$ cat config.mk
export PLATFORM = sky130hd
export DESIGN_NAME = lcd_bus_engine_flat
export DESIGN_NICKNAME = d
export VERILOG_FILES = /design/src/rtl/lcd_pkg.sv /design/src/rtl/lcd_bus_engine_if.sv /design/src/rtl/lcd_delay_cnt.sv /design/src/rtl/lcd_bus_engine.sv /design/src/flat_wrapper.sv
export SDC_FILE = /design/constraint.sdc
export NUM_CORES = 1
export LEC_CHECK = 0
export CAP_MARGIN = 10
export CELL_PAD_IN_SITES_DETAIL_PLACEMENT = 1
export CELL_PAD_IN_SITES_GLOBAL_PLACEMENT = 1
export CORE_ASPECT_RATIO = 0.9
export CORE_UTILIZATION = 31
export CTS_BUF_LIST = sky130_fd_sc_hd__clkbuf_2
export CTS_CLUSTER_SIZE = 25
export DETAILED_ROUTE_END_ITERATION = 10
export GPL_ROUTABILITY_DRIVEN = 0
export PLACE_DENSITY = 0.68
export SETUP_SLACK_MARGIN = 0.05
export SLEW_MARGIN = 10
export SYNTH_ARGS = -nofsm -noshare
export SYNTH_HDL_FRONTEND = slang
export SYNTH_SLANG_ARGS = --single-unit
$ cat constraint.sdc
create_clock -name clk -period 2.8 [get_ports clk]
set_clock_uncertainty 0.15 [all_clocks]
set_input_delay 0.42 -clock clk [delete_from_list [all_inputs] [get_ports clk]]
set_output_delay 0.42 -clock clk [all_outputs]
set_load 0.05 [all_outputs]
$ cat src/rtl/lcd_pkg.sv
// Shared types, command codes and default timing for the HD44780 bus engine.
package lcd_pkg;

  typedef enum logic [2:0] {
    ST_IDLE,
    ST_SETUP,
    ST_PULSE,
    ST_HOLD,
    ST_EXEC,
    ST_POLL_SETUP,
    ST_POLL_EN,
    ST_POLL_CHK
  } lcd_state_e;

  localparam logic [7:0] LCD_CMD_CLEAR = 8'h01;
  localparam logic [7:0] LCD_CMD_HOME  = 8'h02;

  // Default timing in 50 MHz clock cycles.
  localparam int unsigned DEF_SETUP_CYC     = 3;
  localparam int unsigned DEF_EN_HIGH_CYC   = 12;
  localparam int unsigned DEF_HOLD_CYC      = 2;
  localparam int unsigned DEF_EXEC_CYC      = 2000;
  localparam int unsigned DEF_LONG_EXEC_CYC = 82000;
  localparam int unsigned DEF_POLL_LIMIT    = 100000;

  // Counter load value for a phase of n cycles; a zero-length phase still takes one cycle.
  function automatic int unsigned cyc_load(input int unsigned n);
    return (n == 0) ? 0 : n - 1;
  endfunction

  function automatic int unsigned max_u(input int unsigned a, input int unsigned b);
    return (a > b) ? a : b;
  endfunction

  // Clear and both home encodings need the long execution wait.
  function automatic logic is_long_cmd(input logic rs, input logic [7:0] d);
    return !rs && ((d == LCD_CMD_CLEAR) || (d == LCD_CMD_HOME) ||
                   (d == (LCD_CMD_HOME | LCD_CMD_CLEAR)));
  endfunction

endpackage

$ cat src/rtl/lcd_bus_engine_if.sv
// Producer-side command handshake for the LCD bus engine.
interface lcd_bus_engine_if;
  logic       cmd_valid;
  logic       cmd_ready;
  logic       cmd_rs;
  logic [7:0] cmd_data;

  modport master (output cmd_valid, output cmd_rs, output cmd_data, input cmd_ready);
  modport slave  (input cmd_valid, input cmd_rs, input cmd_data, output cmd_ready);
endinterface

$ cat src/rtl/lcd_delay_cnt.sv
// Loadable down-counter that parks at zero; zero marks the last cycle of a phase.
module lcd_delay_cnt #(
  parameter int unsigned WIDTH = 8
) (
  input  logic             clk,
  input  logic             reset,
  input  logic             load,
  input  logic [WIDTH-1:0] load_val,
  output logic             zero
);

  logic [WIDTH-1:0] cnt_q, cnt_d;

  // Next count: load wins, otherwise decrement until zero.
  always_comb begin
    cnt_d = cnt_q;
    if (load) begin
      cnt_d = load_val;
    end else if (cnt_q != '0) begin
      cnt_d = cnt_q - 1'b1;
    end
  end

  // Count register.
  always_ff @(posedge clk) begin
    if (reset) begin
      cnt_q <= '0;
    end else begin
      cnt_q <= cnt_d;
    end
  end

  assign zero = (cnt_q == '0);

endmodule

$ cat src/rtl/lcd_bus_engine.sv
// HD44780 character-LCD bus engine: one byte per handshake, then
// setup / EN pulse / hold / execution wait on the LCD pins.
// Optional macro LCD_BUSY_POLL_EN replaces the fixed execution wait with
// busy-flag polling bounded by POLL_LIMIT.
module lcd_bus_engine
  import lcd_pkg::*;
#(
  parameter int unsigned SETUP_CYC     = DEF_SETUP_CYC,
  parameter int unsigned EN_HIGH_CYC   = DEF_EN_HIGH_CYC,
  parameter int unsigned HOLD_CYC      = DEF_HOLD_CYC,
  parameter int unsigned EXEC_CYC      = DEF_EXEC_CYC,
  parameter int unsigned LONG_EXEC_CYC = DEF_LONG_EXEC_CYC,
  parameter int unsigned POLL_LIMIT    = DEF_POLL_LIMIT
) (
  input  logic                clk,
  input  logic                reset,
  lcd_bus_engine_if.slave     cmd,
  output logic [7:0]          lcd_data,
  output logic                lcd_rs,
  output logic                lcd_rw,
  output logic                lcd_en,
  output logic                lcd_data_oe,
  input  logic [7:0]          lcd_data_in,
  output logic                busy,
  output logic                timeout
);

  localparam int unsigned MAX_CYC = max_u(max_u(max_u(SETUP_CYC, EN_HIGH_CYC),
                                                max_u(HOLD_CYC, EXEC_CYC)),
                                          max_u(LONG_EXEC_CYC, POLL_LIMIT));
  localparam int unsigned CW = $clog2(MAX_CYC) + 1;

  localparam logic [CW-1:0] LD_SETUP = CW'(cyc_load(SETUP_CYC));
  localparam logic [CW-1:0] LD_EN    = CW'(cyc_load(EN_HIGH_CYC));
  localparam logic [CW-1:0] LD_HOLD  = CW'(cyc_load(HOLD_CYC));
  localparam logic [CW-1:0] LD_EXEC  = CW'(cyc_load(EXEC_CYC));
  localparam logic [CW-1:0] LD_LONG  = CW'(cyc_load(LONG_EXEC_CYC));

  lcd_state_e    state_q, state_d;
  logic [7:0]    data_q, data_d;
  logic          rs_q, rs_d;
  logic          cnt_load;
  logic [CW-1:0] cnt_val;
  logic          cnt_zero;

`ifdef LCD_BUSY_POLL_EN
  localparam int unsigned PCW = $clog2(POLL_LIMIT + 1) + 1;
  logic [PCW-1:0] poll_cnt_q, poll_cnt_d;
  logic           flag_q, flag_d;
  logic           timeout_q, timeout_d;
  logic           unused_data_in;
  assign unused_data_in = ^lcd_data_in[6:0];
`else
  logic           unused_data_in;
  assign unused_data_in = ^lcd_data_in;
`endif

  lcd_delay_cnt #(.WIDTH(CW)) u_delay (
    .clk      (clk),
    .reset    (reset),
    .load     (cnt_load),
    .load_val (cnt_val),
    .zero     (cnt_zero)
  );

  // Next-state, byte latch, counter loads and pin decode.
  always_comb begin
    state_d     = state_q;
    data_d      = data_q;
    rs_d        = rs_q;
    cnt_load    = 1'b0;
    cnt_val     = '0;
`ifdef LCD_BUSY_POLL_EN
    poll_cnt_d  = poll_cnt_q;
    flag_d      = flag_q;
    timeout_d   = timeout_q;
`endif

    cmd.cmd_ready = (state_q == ST_IDLE) && !reset;
    busy          = (state_q != ST_IDLE);
    lcd_data      = data_q;
    lcd_rs        = rs_q;
    lcd_rw        = 1'b0;
    lcd_en        = (state_q == ST_PULSE);
    lcd_data_oe   = 1'b1;

    case (state_q)
      ST_IDLE: begin
        if (cmd.cmd_valid) begin
          data_d   = cmd.cmd_data;
          rs_d     = cmd.cmd_rs;
          state_d  = ST_SETUP;
          cnt_load = 1'b1;
          cnt_val  = LD_SETUP;
        end
      end
      ST_SETUP: begin
        if (cnt_zero) begin
          state_d  = ST_PULSE;
          cnt_load = 1'b1;
          cnt_val  = LD_EN;
        end
      end
      ST_PULSE: begin
        if (cnt_zero) begin
          state_d  = ST_HOLD;
          cnt_load = 1'b1;
          cnt_val  = LD_HOLD;
        end
      end
      ST_HOLD: begin
        if (cnt_zero) begin
          cnt_load = 1'b1;
`ifdef LCD_BUSY_POLL_EN
          state_d    = ST_POLL_SETUP;
          cnt_val    = LD_SETUP;
          poll_cnt_d = '0;
`else
          state_d    = ST_EXEC;
          cnt_val    = is_long_cmd(rs_q, data_q) ? LD_LONG : LD_EXEC;
`endif
        end
      end
      ST_EXEC: begin
        if (cnt_zero) begin
          state_d = ST_IDLE;
        end
      end
`ifdef LCD_BUSY_POLL_EN
      ST_POLL_SETUP, ST_POLL_EN, ST_POLL_CHK: begin
        lcd_rw      = 1'b1;
        lcd_rs      = 1'b0;
        lcd_data_oe = 1'b0;
        lcd_en      = (state_q == ST_POLL_EN);
        if (poll_cnt_q >= PCW'(POLL_LIMIT)) begin
          timeout_d = 1'b1;
          state_d   = ST_IDLE;
        end else begin
          poll_cnt_d = poll_cnt_q + 1'b1;
          if (cnt_zero) begin
            if (state_q == ST_POLL_SETUP) begin
              state_d  = ST_POLL_EN;
              cnt_load = 1'b1;
              cnt_val  = LD_EN;
            end else if (state_q == ST_POLL_EN) begin
              // Busy flag is captured on the final EN-high cycle.
              flag_d   = lcd_data_in[7];
              state_d  = ST_POLL_CHK;
              cnt_load = 1'b1;
              cnt_val  = LD_HOLD;
            end else if (flag_q) begin
              state_d  = ST_POLL_EN;
              cnt_load = 1'b1;
              cnt_val  = LD_EN;
            end else begin
              state_d  = ST_IDLE;
            end
          end
        end
      end
`endif
      default: begin
        state_d = ST_IDLE;
      end
    endcase
  end

  // State and latched byte registers.
  always_ff @(posedge clk) begin
    if (reset) begin
      state_q    <= ST_IDLE;
      data_q     <= '0;
      rs_q       <= 1'b0;
`ifdef LCD_BUSY_POLL_EN
      poll_cnt_q <= '0;
      flag_q     <= 1'b0;
      timeout_q  <= 1'b0;
`endif
    end else begin
      state_q    <= state_d;
      data_q     <= data_d;
      rs_q       <= rs_d;
`ifdef LCD_BUSY_POLL_EN
      poll_cnt_q <= poll_cnt_d;
      flag_q     <= flag_d;
      timeout_q  <= timeout_d;
`endif
    end
  end

`ifdef LCD_BUSY_POLL_EN
  assign timeout = timeout_q;
`else
  assign timeout = 1'b0;
`endif

endmodule
$ cat src/flat_wrapper.sv
// flat-port wrapper written by rule: the top's interface ports become plain ports
module lcd_bus_engine_flat import lcd_pkg::*;
#(
  parameter int unsigned SETUP_CYC     = DEF_SETUP_CYC,
  parameter int unsigned EN_HIGH_CYC   = DEF_EN_HIGH_CYC,
  parameter int unsigned HOLD_CYC      = DEF_HOLD_CYC,
  parameter int unsigned EXEC_CYC      = DEF_EXEC_CYC,
  parameter int unsigned LONG_EXEC_CYC = DEF_LONG_EXEC_CYC,
  parameter int unsigned POLL_LIMIT    = DEF_POLL_LIMIT
)
  (clk, reset, lcd_data, lcd_rs, lcd_rw, lcd_en, lcd_data_oe, lcd_data_in, busy, timeout, cmd_cmd_valid, cmd_cmd_rs, cmd_cmd_data, cmd_cmd_ready);
  lcd_bus_engine_if cmd_i ();
  input  logic clk;
  input  logic reset;
  output logic [7:0] lcd_data;
  output logic lcd_rs;
  output logic lcd_rw;
  output logic lcd_en;
  output logic lcd_data_oe;
  input  logic [7:0] lcd_data_in;
  output logic busy;
  output logic timeout;
  input wire logic [$bits(cmd_i.cmd_valid)-1:0] cmd_cmd_valid;
  input wire logic [$bits(cmd_i.cmd_rs)-1:0] cmd_cmd_rs;
  input wire logic [$bits(cmd_i.cmd_data)-1:0] cmd_cmd_data;
  output wire logic [$bits(cmd_i.cmd_ready)-1:0] cmd_cmd_ready;
  assign cmd_i.cmd_valid = cmd_cmd_valid;
  assign cmd_i.cmd_rs = cmd_cmd_rs;
  assign cmd_i.cmd_data = cmd_cmd_data;
  assign cmd_cmd_ready = cmd_i.cmd_ready;
  lcd_bus_engine #(.SETUP_CYC(SETUP_CYC), .EN_HIGH_CYC(EN_HIGH_CYC), .HOLD_CYC(HOLD_CYC), .EXEC_CYC(EXEC_CYC), .LONG_EXEC_CYC(LONG_EXEC_CYC), .POLL_LIMIT(POLL_LIMIT)) u_core (.clk(clk), .reset(reset), .cmd(cmd_i), .lcd_data(lcd_data), .lcd_rs(lcd_rs), .lcd_rw(lcd_rw), .lcd_en(lcd_en), .lcd_data_oe(lcd_data_oe), .lcd_data_in(lcd_data_in), .busy(busy), .timeout(timeout));
endmodule
* Word level (Yosys, flattened, before mapping)
Index checks and enable logic that the tools add are counted.
W data, S select, Z words.
** Storage, ports and cells
- Flip-flop bits (word level) :: 30
- Input bits :: 20
- Output and inout bits :: 15
- Logic and storage cells :: 48
** Operators by class
- Add/sub/neg operators :: 1
- Equal/unequal tests :: 12
- Multiplexer cells :: 17
- Reductions and logical operators :: 14
** Operators with widths (number)
- $pmux W18 S4 :: 1
- $mux W18 :: 3
- $logic_not A18 Y1 :: 1
- $reduce_bool A18 Y1 :: 1
- $sub A18 B1 Y18 const B :: 1
- $mux W17 :: 1
- $eq A8 B2 Y1 const B :: 2
- $mux W3 :: 5
- $pmux W3 S5 :: 1
- $eq A8 B1 Y1 const B :: 1
- $ne A2 B1 Y1 const B :: 4
- $eq A3 B2 Y1 const B :: 2
- $reduce_and A5 Y1 :: 1
- $mux W4 :: 1
- $eq A3 B1 Y1 const B :: 1
- $eq A3 B3 Y1 const B :: 1
- $logic_not A3 Y1 :: 1
- $mux W1 :: 3
- $reduce_bool A3 Y1 :: 1
- $reduce_or A3 Y1 :: 1
- $logic_and A1 B1 Y1 :: 2
- $logic_not A1 Y1 :: 2
- $logic_or A1 B1 Y1 :: 2
- $mux W2 :: 1
- other kinds (4) :: 4

* Depth between registers and ports, before layout
Gate-level depths: netlist of the first run.
- Depth after elaboration :: 8
- Mapped depth :: 7
- Gate-level depth less buffers :: 7

* By module
A second synthesis of the first run with hierarchy kept.
** Unflattened totals
- Cell total of the unflattened synthesis :: 198
- Area total of the unflattened synthesis :: 1585.3 µm²
** By module, submodules not included
- lcd_delay_cnt :: instances 1, cells an instance 125, area an instance 993.5 µm², sequential area each 360.3 µm²
- lcd_bus_engine :: instances 1, cells an instance 73, area an instance 591.8 µm², sequential area each 240.2 µm²

* Least setup slack after synthesis of the first run
Ideal clock, no wire load.
- Kind :: register to output
- Start point :: register u_core.state_q[0]
- End point :: output cmd_cmd_ready
- Data arrival time :: 2.047 ns
- Data required time :: 2.230 ns
- Slack :: 0.183 ns
- Cell stages (with the launch flop) :: 3
- Buffers on the path :: 1
- Cell sequence :: dfxtp_1 clkbuf_1 nor4_1
** On the way
- Longest elaborated chain between the ends :: 2
** RTL lines
- start: declaration :: RTL line lcd_bus_engine.sv:39 : lcd_state_e state_q, state_d;
- start signal: assignment :: RTL line lcd_bus_engine.sv:180 : state_q <= state_d;
- $logic_not A3 Y1 :: RTL line lcd_bus_engine.sv:79 : cmd.cmd_ready = (state_q == ST_IDLE) && !reset;
- $logic_and A1 B1 Y1 :: RTL line lcd_bus_engine.sv:79
- end: declaration :: RTL line flat_wrapper.sv:26 : output wire logic [$bits(cmd_i.cmd_ready)-1:0] cmd_cmd_ready;
Every way passes these cells.

* Final worst setup path of the first run
- Start point :: register u_core.u_delay.cnt_q[9]
- End point :: register u_core.u_delay.cnt_q[1]
** On the way
- Longest elaborated chain between the ends :: 4
- Elaborated cells between the ends (all ways) :: 9
- Classes of those cells :: 6 x mux; 3 x reduce/logical
** RTL lines
- start: declaration :: RTL line lcd_delay_cnt.sv:12 : logic [WIDTH-1:0] cnt_q, cnt_d;
- start signal: assignment :: RTL line lcd_delay_cnt.sv:29 : cnt_q <= cnt_d;
- $logic_not A18 Y1 :: RTL line lcd_delay_cnt.sv:33 : assign zero = (cnt_q == '0);
- $mux W18, or another cell as far along :: RTL line lcd_bus_engine.sv:112 : if (cnt_zero) begin
- $pmux W18 S4 / $pmux W1 S2 (equally long branches) :: RTL line lcd_bus_engine.sv:87 : case (state_q)
- $mux W18 / $reduce_bool A2 Y1 (equally long branches)
Parallel ways exist; a longest one is shown, timed or not.
A chain may end at the register's enable or synchronous reset.

==> flow_summary.toml, run 1 <==
[synthesis]
synth_most_common_cell = "dfxtp_1"
seq_area_frac_synth = 0.393
synth.distinct_cells = 40
async_reset_ff_frac = 0
ys_warn_count = 0
synth_flop_cell = "dfxtp_1"
netlist.area_leader.share = 0.393
synth_area_leader_cell = "dfxtp_1"
syn-cell-area_um2 = 1530
syn_area_per_cell_um2 = 7.92
synth_top_cells_by_count = "dfxtp_1, nand2_1, a21oi_1"
synth-edff-count = 0
syn_inst = 193
ys_top_cells_by_area = "dfxtp_1, a21oi_1, nand2_1"
ys_ff_latch = 30

[outcome]
status = "complete, no violations"

[clock_tree]
cts-buffers-inserted = 5
htreeDepth = 2
clk_pin_slew_ps = 160
cts_tree = "done"
clk-insertion-delay-late_ps = 370
cts_setup_buffers = 0
cts_root_buf = "clkbuf_2"
clk_path_buf_depth = 2
clock-sinks = 30
hold_buffers = 0

[sta]
worst_pin_slew_ps = 846
max-slew-margin-rel = 0.428
clock.fmax_ghz = 0.387
period_share = 0.923
fin_tns_setup_ps = 0
finalCriticalPeriod_ps = 2580
final_max_slew_viol_count = 0
setup_violations = 0
rsz0062_at_grt = "no"
fin_ws_ps = 215
hold_viol = 0

[global_routing]
grt_max_degree = 18
grt_first_pass_wirelength_mm = 7.01
grt-ovfl-total = 0
grt_pass1_vias = 1482
antenna_found_initial = 0
grt_usage = 0.176

[routing]
drt_pass1_iterations = 4
drtAntennaViolNets = 0
num_vias = 1417
wl_per_cell_um = 14.8
drt_iter0_markers = 76
routed_via_density = 5.12
wl_mm = 4.10
drc = 0

[critical_path]
cp_cell_sequence = "or4_4 -> or4_1 -> nor2_1 -> mux2_2 -> a21oi_1"
critPathMaxStageDelay_ps = 620
critPathKind = "reg2reg"
worstPathArrival_ps = 2740
critical_path.endpoint_type = "flip-flop"
slowest_stage = "or4_1"
start_kind = "flip-flop"
worstPathRequired_ps = 2950
cp_max_fo = 9

[floorplanning]
initial_core_util = 0.332
die_area_um2 = 5220
core_um2 = 4600
placementRows = 23
die_w_um = 76.0
die_h_um = 68.6
boundaryPins = 35

[finish]
drive_above_1_share = 0.0977
multiInputGateArea_um2 = 866
fill_cells = 578
area_growth_pct = 21.8
final_nets = 235
diodes = 0
seq_area_um2 = 601

[run]
cap_violations = 0

[place]
io_buffers = 23
dp_hpwl_mm = 3.04
post-place-ws_ps = 55.7

[power]
ir_drop_uv = 398
p_leak_nw = 0.720
p_per_area_nw_per_um2 = 1280
p_total_w = 0.00239

[hold_path]
hold_class = "reg2reg"
worst max-delay path, delay by kind of cell (launching register included):
family,cells,cell delay [ps]
AOI/OAI and AO/OA,1,150
DFF,1,390
and+or+nand+nor,3,1480
muxes,1,360
layout by cell type, fill, tap and decap left out, types with 2 or more instances in the layout:
master | Yosys | final
o211ai_1 | 3 | 3
o41ai_1 | 2 | 2
nand3_1 | 5 | 5
clkbuf_2 | 0 | 6
buf_4 | 4 | 3
nor4_1 | 6 | 6
nor3b_1 | 2 | 2
nor2b_1 | 2 | 2
a21oi_1 | 22 | 22
clkdlybuf4s50_1 | 0 | 21
xor2_1 | 11 | 11
nand2_1 | 27 | 27
or4_1 | 3 | 3
nor3_1 | 12 | 11
nor2_1 | 19 | 19
o21ai_0 | 6 | 6
nand4_1 | 2 | 2
inv_1 | 4 | 4
dfxtp_1 | 30 | 30
mux2_2 | 2 | 2
nand2b_1 | 2 | 2
conb_1 | 2 | 3
flip-flops by register name, indices dropped and copies added (netlist names):
signal	cells
u_core.u_delay.cnt_q	18
u_core.lcd_data	8
u_core.state_q	3
u_core.lcd_rs	1
power breakdown:
part	switching [W]	leakage, nW	internal [W]
sequential	0.000151	0.246	0.000557
combinational	0.000911	0.444	0.000556
clock	0.000157	0.0304	0.0000614
total	0.00122	0.720	0.00117
final cells by class:
cell class                 instances  share of cell area
timing repair buffer              26               0.142
multi-input combinational        147               0.465
clock inverter                     2             0.00470
sequential                        30               0.322
inverter                           4             0.00806
tap                               62              0.0416
clock buffer                       6              0.0161
routing by layer:
metal	vias to the layer above	track usage	routed length [um]	part of all wire
met4	0	0.0721	68	0.017
met3	8	0.0434	181	0.044
met2	33	0.324	1940	0.47
met1	663	0.202	1910	0.47
li1	713	-	-	-
met5	-	0	0	0
logic make-up (layout without fill, tap and decap cells):
kind of cell | count (synthesis) | in the layout | synth area share
and+or+nand+nor | 88 | 88 | 0.296
AOI/OAI and AO/OA | 40 | 40 | 0.156
DFF | 30 | 30 | 0.393
buffers and inverters | 17 | 38 | 0.0516
xor gates and xnor gates | 12 | 12 | 0.0687
muxes | 3 | 3 | 0.0213
other | 2 | 3 | 0.00491
adders and majority gates | 1 | 1 | 0.00818
path summary, 6_finish.rpt:
path | start | end | slack (ps) | cells past startpoint
worst max-delay path | u_core.u_delay.cnt_q[9] | u_core.u_delay.cnt_q[1] | 220 | 5
worst min-delay path | u_core.lcd_data[6] | u_core.lcd_data[6] | 340 | 2
worst max register to register | u_core.u_delay.cnt_q[9] | u_core.u_delay.cnt_q[1] | 220 | 5
worst min register to register | u_core.lcd_data[6] | u_core.lcd_data[6] | 340 | 2
stage by stage:
stage	hold slack [ps]	area, um2	std cells	utilization
after floorplan	330	1530	194	-
after global placement	306	1810	269	0.393
after detailed placement	315	1810	269	0.393
after CTS	337	1860	277	0.403
after global routing	353	1860	277	0.405
final	336	1860	277	0.405
repair_timing:
item,in CTS,in global routing
cloned,0,0
endpoints found under the setup margin,8,17
gates resized for setup,1,2
Note: power is estimated with default switching activity, not from simulation.
==> inputs of run 2 (changes only) <==
--- a/config.mk
+++ b/config.mk
@@ -5,16 +5,16 @@
 export SDC_FILE = /design/constraint.sdc
 export NUM_CORES = 1
 export LEC_CHECK = 0
-export CAP_MARGIN = 10
 export CELL_PAD_IN_SITES_DETAIL_PLACEMENT = 1
 export CELL_PAD_IN_SITES_GLOBAL_PLACEMENT = 1
 export CORE_ASPECT_RATIO = 0.9
-export CORE_UTILIZATION = 31
+export CORE_UTILIZATION = 37
 export CTS_BUF_LIST = sky130_fd_sc_hd__clkbuf_2
 export CTS_CLUSTER_SIZE = 25
 export DETAILED_ROUTE_END_ITERATION = 10
 export GPL_ROUTABILITY_DRIVEN = 0
-export PLACE_DENSITY = 0.68
+export GPL_TIMING_DRIVEN = 0
+export PLACE_DENSITY = 0.79
 export SETUP_SLACK_MARGIN = 0.05
 export SLEW_MARGIN = 10
 export SYNTH_ARGS = -nofsm -noshare
==> run 2 against run 1 <==
Net effect: maximum frequency down 0.37%; register-to-register slack better by 30 ps; global-route usage up 3.7 points; cell area up 2.0%; via count up 4.0%; worst setup slack worse by 9.5 ps; first-iteration DRC count up 11%; worst hold slack worse by 56 ps; non-clock buffer count up 9; sequential cell count unchanged; core utilization up 9.1 points; critical path type is now reg2out; largest cell class unchanged.
==> flow_summary.toml, run 2 (same netlist as run 1, synthesis figures left out) <==
[routing]
highest_layer = "met4"
drtAntennaViolNets = 0
drt_pass1_iterations = 4
wl_per_cell_um = 16.4
drc = 0
routed_via_density = 5.46
drt_iter0_markers = 84
num_vias = 1474
wl_met1_mm = 2.17
wl_met3_um = 103
met2_length_mm = 2.11
wl_mm = 4.43

[finish]
layout.cells.non_filler = 270
area_growth_pct = 24.3
final_cell_mix = "dfxtp_1, nand2_1, a21oi_1"
final_nets = 244
diodes = 0
largest_reg_flops = 18
fill_cells = 490
largest-register = "u_core.u_delay.cnt_q"
drive_above_1_share = 0.107
final_common_cell = "dfxtp_1"
multiInputGateArea_um2 = 873
seq_area_um2 = 601

[floorplanning]
die_w_um = 69.8
core_um2 = 3840
boundaryPins = 35
die_area_um2 = 4390
die_h_um = 63.0
placementRows = 21
initial_core_util = 0.399

[place]
post-place-ws_ps = 2.70
dp.cells = 262
io_buffers = 22
dp_hpwl_mm = 3.26

[clock_tree]
clk-insertion-delay-late_ps = 370
clock-sinks = 30
clk_path_buf_depth = 2
clk_pin_slew_ps = 160
htreeDepth = 2
hold_buffers = 0
cts_tree = "done"
cts_root_buf = "clkbuf_2"
cts-buffers-inserted = 5
cts_setup_buffers = 0
postCtsResizedCells = 1

[critical_path]
cp_cell_sequence = "clkbuf_1 -> nor3_2 -> inv_1 -> clkdlybuf4s50_1"
critPathKind = "reg2out"
worstSetupEndpoint = "busy"
cp_max_fo = 8
crit_start = "u_core.state_q[1]"
start_kind = "flip-flop"
crit-reg2reg-launch = "u_core.u_delay.cnt_q[0]"
slowest_stage = "clkdlybuf4s50_1"
r2r_cells = 7
worstPathArrival_ps = 2020
critical_path.endpoint_type = "output port"
rrSetupSlack_ps = 250
critPathMaxStageDelay_ps = 790
r2r-end = "u_core.u_delay.cnt_q[11]"
worstPathRequired_ps = 2230

[global_routing]
grt_pass1_vias = 1530
grt_first_pass_wirelength_mm = 7.40
grt-ovfl-total = 0
grt_max_degree = 11
antenna_found_initial = 0
grt_usage = 0.213

[sta]
worst_pin_slew_ps = 811
setup_violations = 0
finalCriticalPeriod_ps = 2590
period_share = 0.927
final_max_slew_viol_count = 0
clock.fmax_ghz = 0.385
max-slew-margin-rel = 0.452
hold_viol = 0
rsz0062_at_grt = "yes"
fin_ws_ps = 206

[hold_path]
hold_class = "in2reg"

[power]
ir_drop_uv = 885
p_total_w = 0.00254
p_per_area_nw_per_um2 = 1340
p_leak_nw = 0.759

[run]
cap_violations = 0

[outcome]
status = "complete, no violations"
-- run 2: worst min-delay path by stage --
stage	start	end	cells after the start
floorplan	u_core.u_delay.cnt_q[12]	u_core.u_delay.cnt_q[12]	2
global placement	u_core.lcd_data[1]	u_core.lcd_data[1]	2
detailed placement	u_core.lcd_data[1]	u_core.lcd_data[1]	2
CTS	reset	u_core.lcd_rs	2
global route	reset	u_core.lcd_data[0]	2
finish	reset	u_core.lcd_rs	2
-- run 2: metrics by stage --
step / instance area [um2] / util / TNS [ps] / hold slack [ps]
finish: 1900 / 0.495 / 0 / 279
CTS: 1880 / 0.490 / 0 / 249
global route: 1900 / 0.495 / -11.0 / 272
detailed placement: 1810 / 0.472 / 0 / 320
floorplan: 1530 / - / 0 / 330
global placement: 1810 / 0.472 / 0 / 305
-- run 2: final cells by class --
class | count | area share
well taps | 46 | 0.0303
flip-flops and latches | 30 | 0.316
clock buffers | 5 | 0.0132
repair buffers | 22 | 0.118
clock inverters | 3 | 0.0211
plain buffers | 13 | 0.0336
inverters | 4 | 0.00790
multi-input cells | 147 | 0.460
-- run 2: power by group --
| part | internal, W | switching, W | total, W |
|---|---|---|---|
| clock | 0.000148 | 0.000167 | 0.000315 |
| sequential | 0.000557 | 0.000133 | 0.000690 |
| combinational | 0.000568 | 0.000969 | 0.00154 |
-- run 2: layer usage --
layer	track usage	vias to the layer above
met5	0	-
li1	-	729
met2	0.344	17
met3	0.0452	4
met4	0.0600	0
met1	0.286	724
-- run 2: worst max-delay path, delay by kind of cell, from the launching register on --
kind,cells,cell delay [ps]
buf+inv,3,1190
flops,1,350
simple gates,1,120
==> inputs of run 3 (changes only) <==
--- a/config.mk
+++ b/config.mk
@@ -8,6 +8,7 @@
 export CELL_PAD_IN_SITES_DETAIL_PLACEMENT = 1
 export CELL_PAD_IN_SITES_GLOBAL_PLACEMENT = 1
 export CORE_ASPECT_RATIO = 0.9
+export CORE_MARGIN = 5
 export CORE_UTILIZATION = 37
 export CTS_BUF_LIST = sky130_fd_sc_hd__clkbuf_2
 export CTS_CLUSTER_SIZE = 25
==> run 3 against run 2 <==
Net effect: total power fell by 1.1%; via count fell by 1.6%; first-iteration DRC count is 21% lower; combinational power hardly changed; core utilization fell by 2.7 points; highest routed layer unchanged; die area rose by 26%; cell area is 0.20% lower; clock-buffer cell count stayed put.
==> flow_summary.toml, run 3 (same netlist as run 1, synthesis figures left out) <==
[outcome]
status = "complete, no violations"

[floorplanning]
core_um2 = 4050
die_area_um2 = 5520
die_w_um = 77.8
initial_core_util = 0.378
placementRows = 22
boundaryPins = 35
die_h_um = 71.0

[routing]
drc = 0
wl_per_cell_um = 15.2
num_vias = 1451
wl_mm = 4.13
drtAntennaViolNets = 0
drt_pass1_iterations = 4
drt_iter0_markers = 66
routed_via_density = 5.33

[place]
io_buffers = 22
dp_hpwl_mm = 2.99

[clock_tree]
cts-buffers-inserted = 5
clk_path_buf_depth = 2
clock-sinks = 30
clk-insertion-delay-late_ps = 390
cts_root_buf = "clkbuf_2"
hold_buffers = 0
cts_tree = "done"
cts_setup_buffers = 0
clk_pin_slew_ps = 170
htreeDepth = 2

[power]
swShare = 0.494
p_leak_nw = 0.758
ir_drop_uv = 437
p_comb_frac = 0.602
p_per_area_nw_per_um2 = 1330
power.share.clock = 0.124
p_sw_w = 0.00124
power_frac_seq = 0.275
internal-power_w = 0.00127

[critical_path]
cp_max_fo = 8
r2r_cells = 7
rrSetupSlack_ps = 190
start_kind = "flip-flop"
worstPathRequired_ps = 2940
worstPathArrival_ps = 2750
critical_path.endpoint_type = "flip-flop"
crit_start = "u_core.u_delay.cnt_q[0]"
crit-reg2reg-launch = "u_core.u_delay.cnt_q[0]"
critPathKind = "reg2reg"
r2r-end = "u_core.u_delay.cnt_q[17]"

[global_routing]
grt_first_pass_wirelength_mm = 7.03
grt_pass1_vias = 1427
grt_max_degree = 11
grt-ovfl-total = 0
antenna_found_initial = 0
grt_usage = 0.162

[sta]
final_max_slew_viol_count = 0
setup_violations = 0
period_share = 0.932
fin_tns_setup_ps = 0
rsz0062_at_grt = "yes"
finalCriticalPeriod_ps = 2610
worst_pin_slew_ps = 828
hold_viol = 0
max-slew-margin-rel = 0.441
clock.fmax_ghz = 0.383

[finish]
final_cell_mix = "dfxtp_1, nand2_1, a21oi_1"
largest-register = "u_core.u_delay.cnt_q"
final_nets = 244
fin_util = 0.469
final_common_cell = "dfxtp_1"
drive_above_1_share = 0.107
area_growth_pct = 24.1
largest_reg_flops = 18
diodes = 0

[run]
cap_violations = 0

[hold_path]
worstHoldEndpoint = "u_core.lcd_data[0]"
worstHoldStart = "reset"
hold_depth = 2
hold_class = "in2reg"
==> run 3: power by group through the flow <==
stage	sequential (W)	combinational (W)	clock [W]
6_report	0.000691	0.00151	0.000311
3_3_place_gp	0.000692	0.00146	0
5_1_grt	0.000714	0.00168	0.000340
4_1_cts	0.000690	0.00152	0.000318
3_5_place_dp	0.000699	0.00148	0
2_1_floorplan	0.000731	0.00107	0
==> run 3: final cells by class <==
class,instances,area (um2)
sequential,30,601
tap,48,60.1
multi-input combinational,147,867
inverter,4,15.0
clock inverter,3,40.0
timing repair buffer,22,225
clock buffer,5,25.0
fill,509,2150
buffer,13,63.8
==> run 3: worst max-delay path by stage <==
stage	to	slack [ps]
6_report	u_core.u_delay.cnt_q[17]	190
5_1_grt	u_core.u_delay.cnt_q[0]	30
3_3_place_gp	u_core.u_delay.cnt_q[17]	-20
2_1_floorplan	cmd_cmd_ready	180
3_5_place_dp	u_core.u_delay.cnt_q[5]	-70
4_1_cts	cmd_cmd_ready	90
==> run 3: through the flow <==
stage	hold slack, ps	area [um2]	std cells	power, W	setup WS [ps]
after floorplan	330	1530	194	0.00180	183
after global placement	305	1810	264	0.00215	-15.4
after detailed placement	318	1810	264	0.00218	-73.4
after CTS	211	1890	272	0.00253	85.7
after global routing	235	1900	272	0.00273	25.5
final	224	1900	272	0.00252	191
==> run 3: per-layer routing <==
metal	part of all wire	routed length (um)	GRT usage
met5	0	0	0
met4	0.014	57	0.0515
met3	0.062	254	0.0649
met2	0.44	1810	0.240
met1	0.48	2000	0.215
==> run 3: critical path, cell delays in order, from the launching register on <==
cell      delay (ps)
dfxtp_1          390
inv_1             80
ha_1             210
or4b_2           690
nor3_2           250
a31oi_1          340
nand2b_2         330
nor2_1            80
==> run 3: timing repair <==
item | CTS | global route
gates resized for setup | 3 | 3
gates cloned | 0 | 0
setup endpoints to repair | 11 | 9
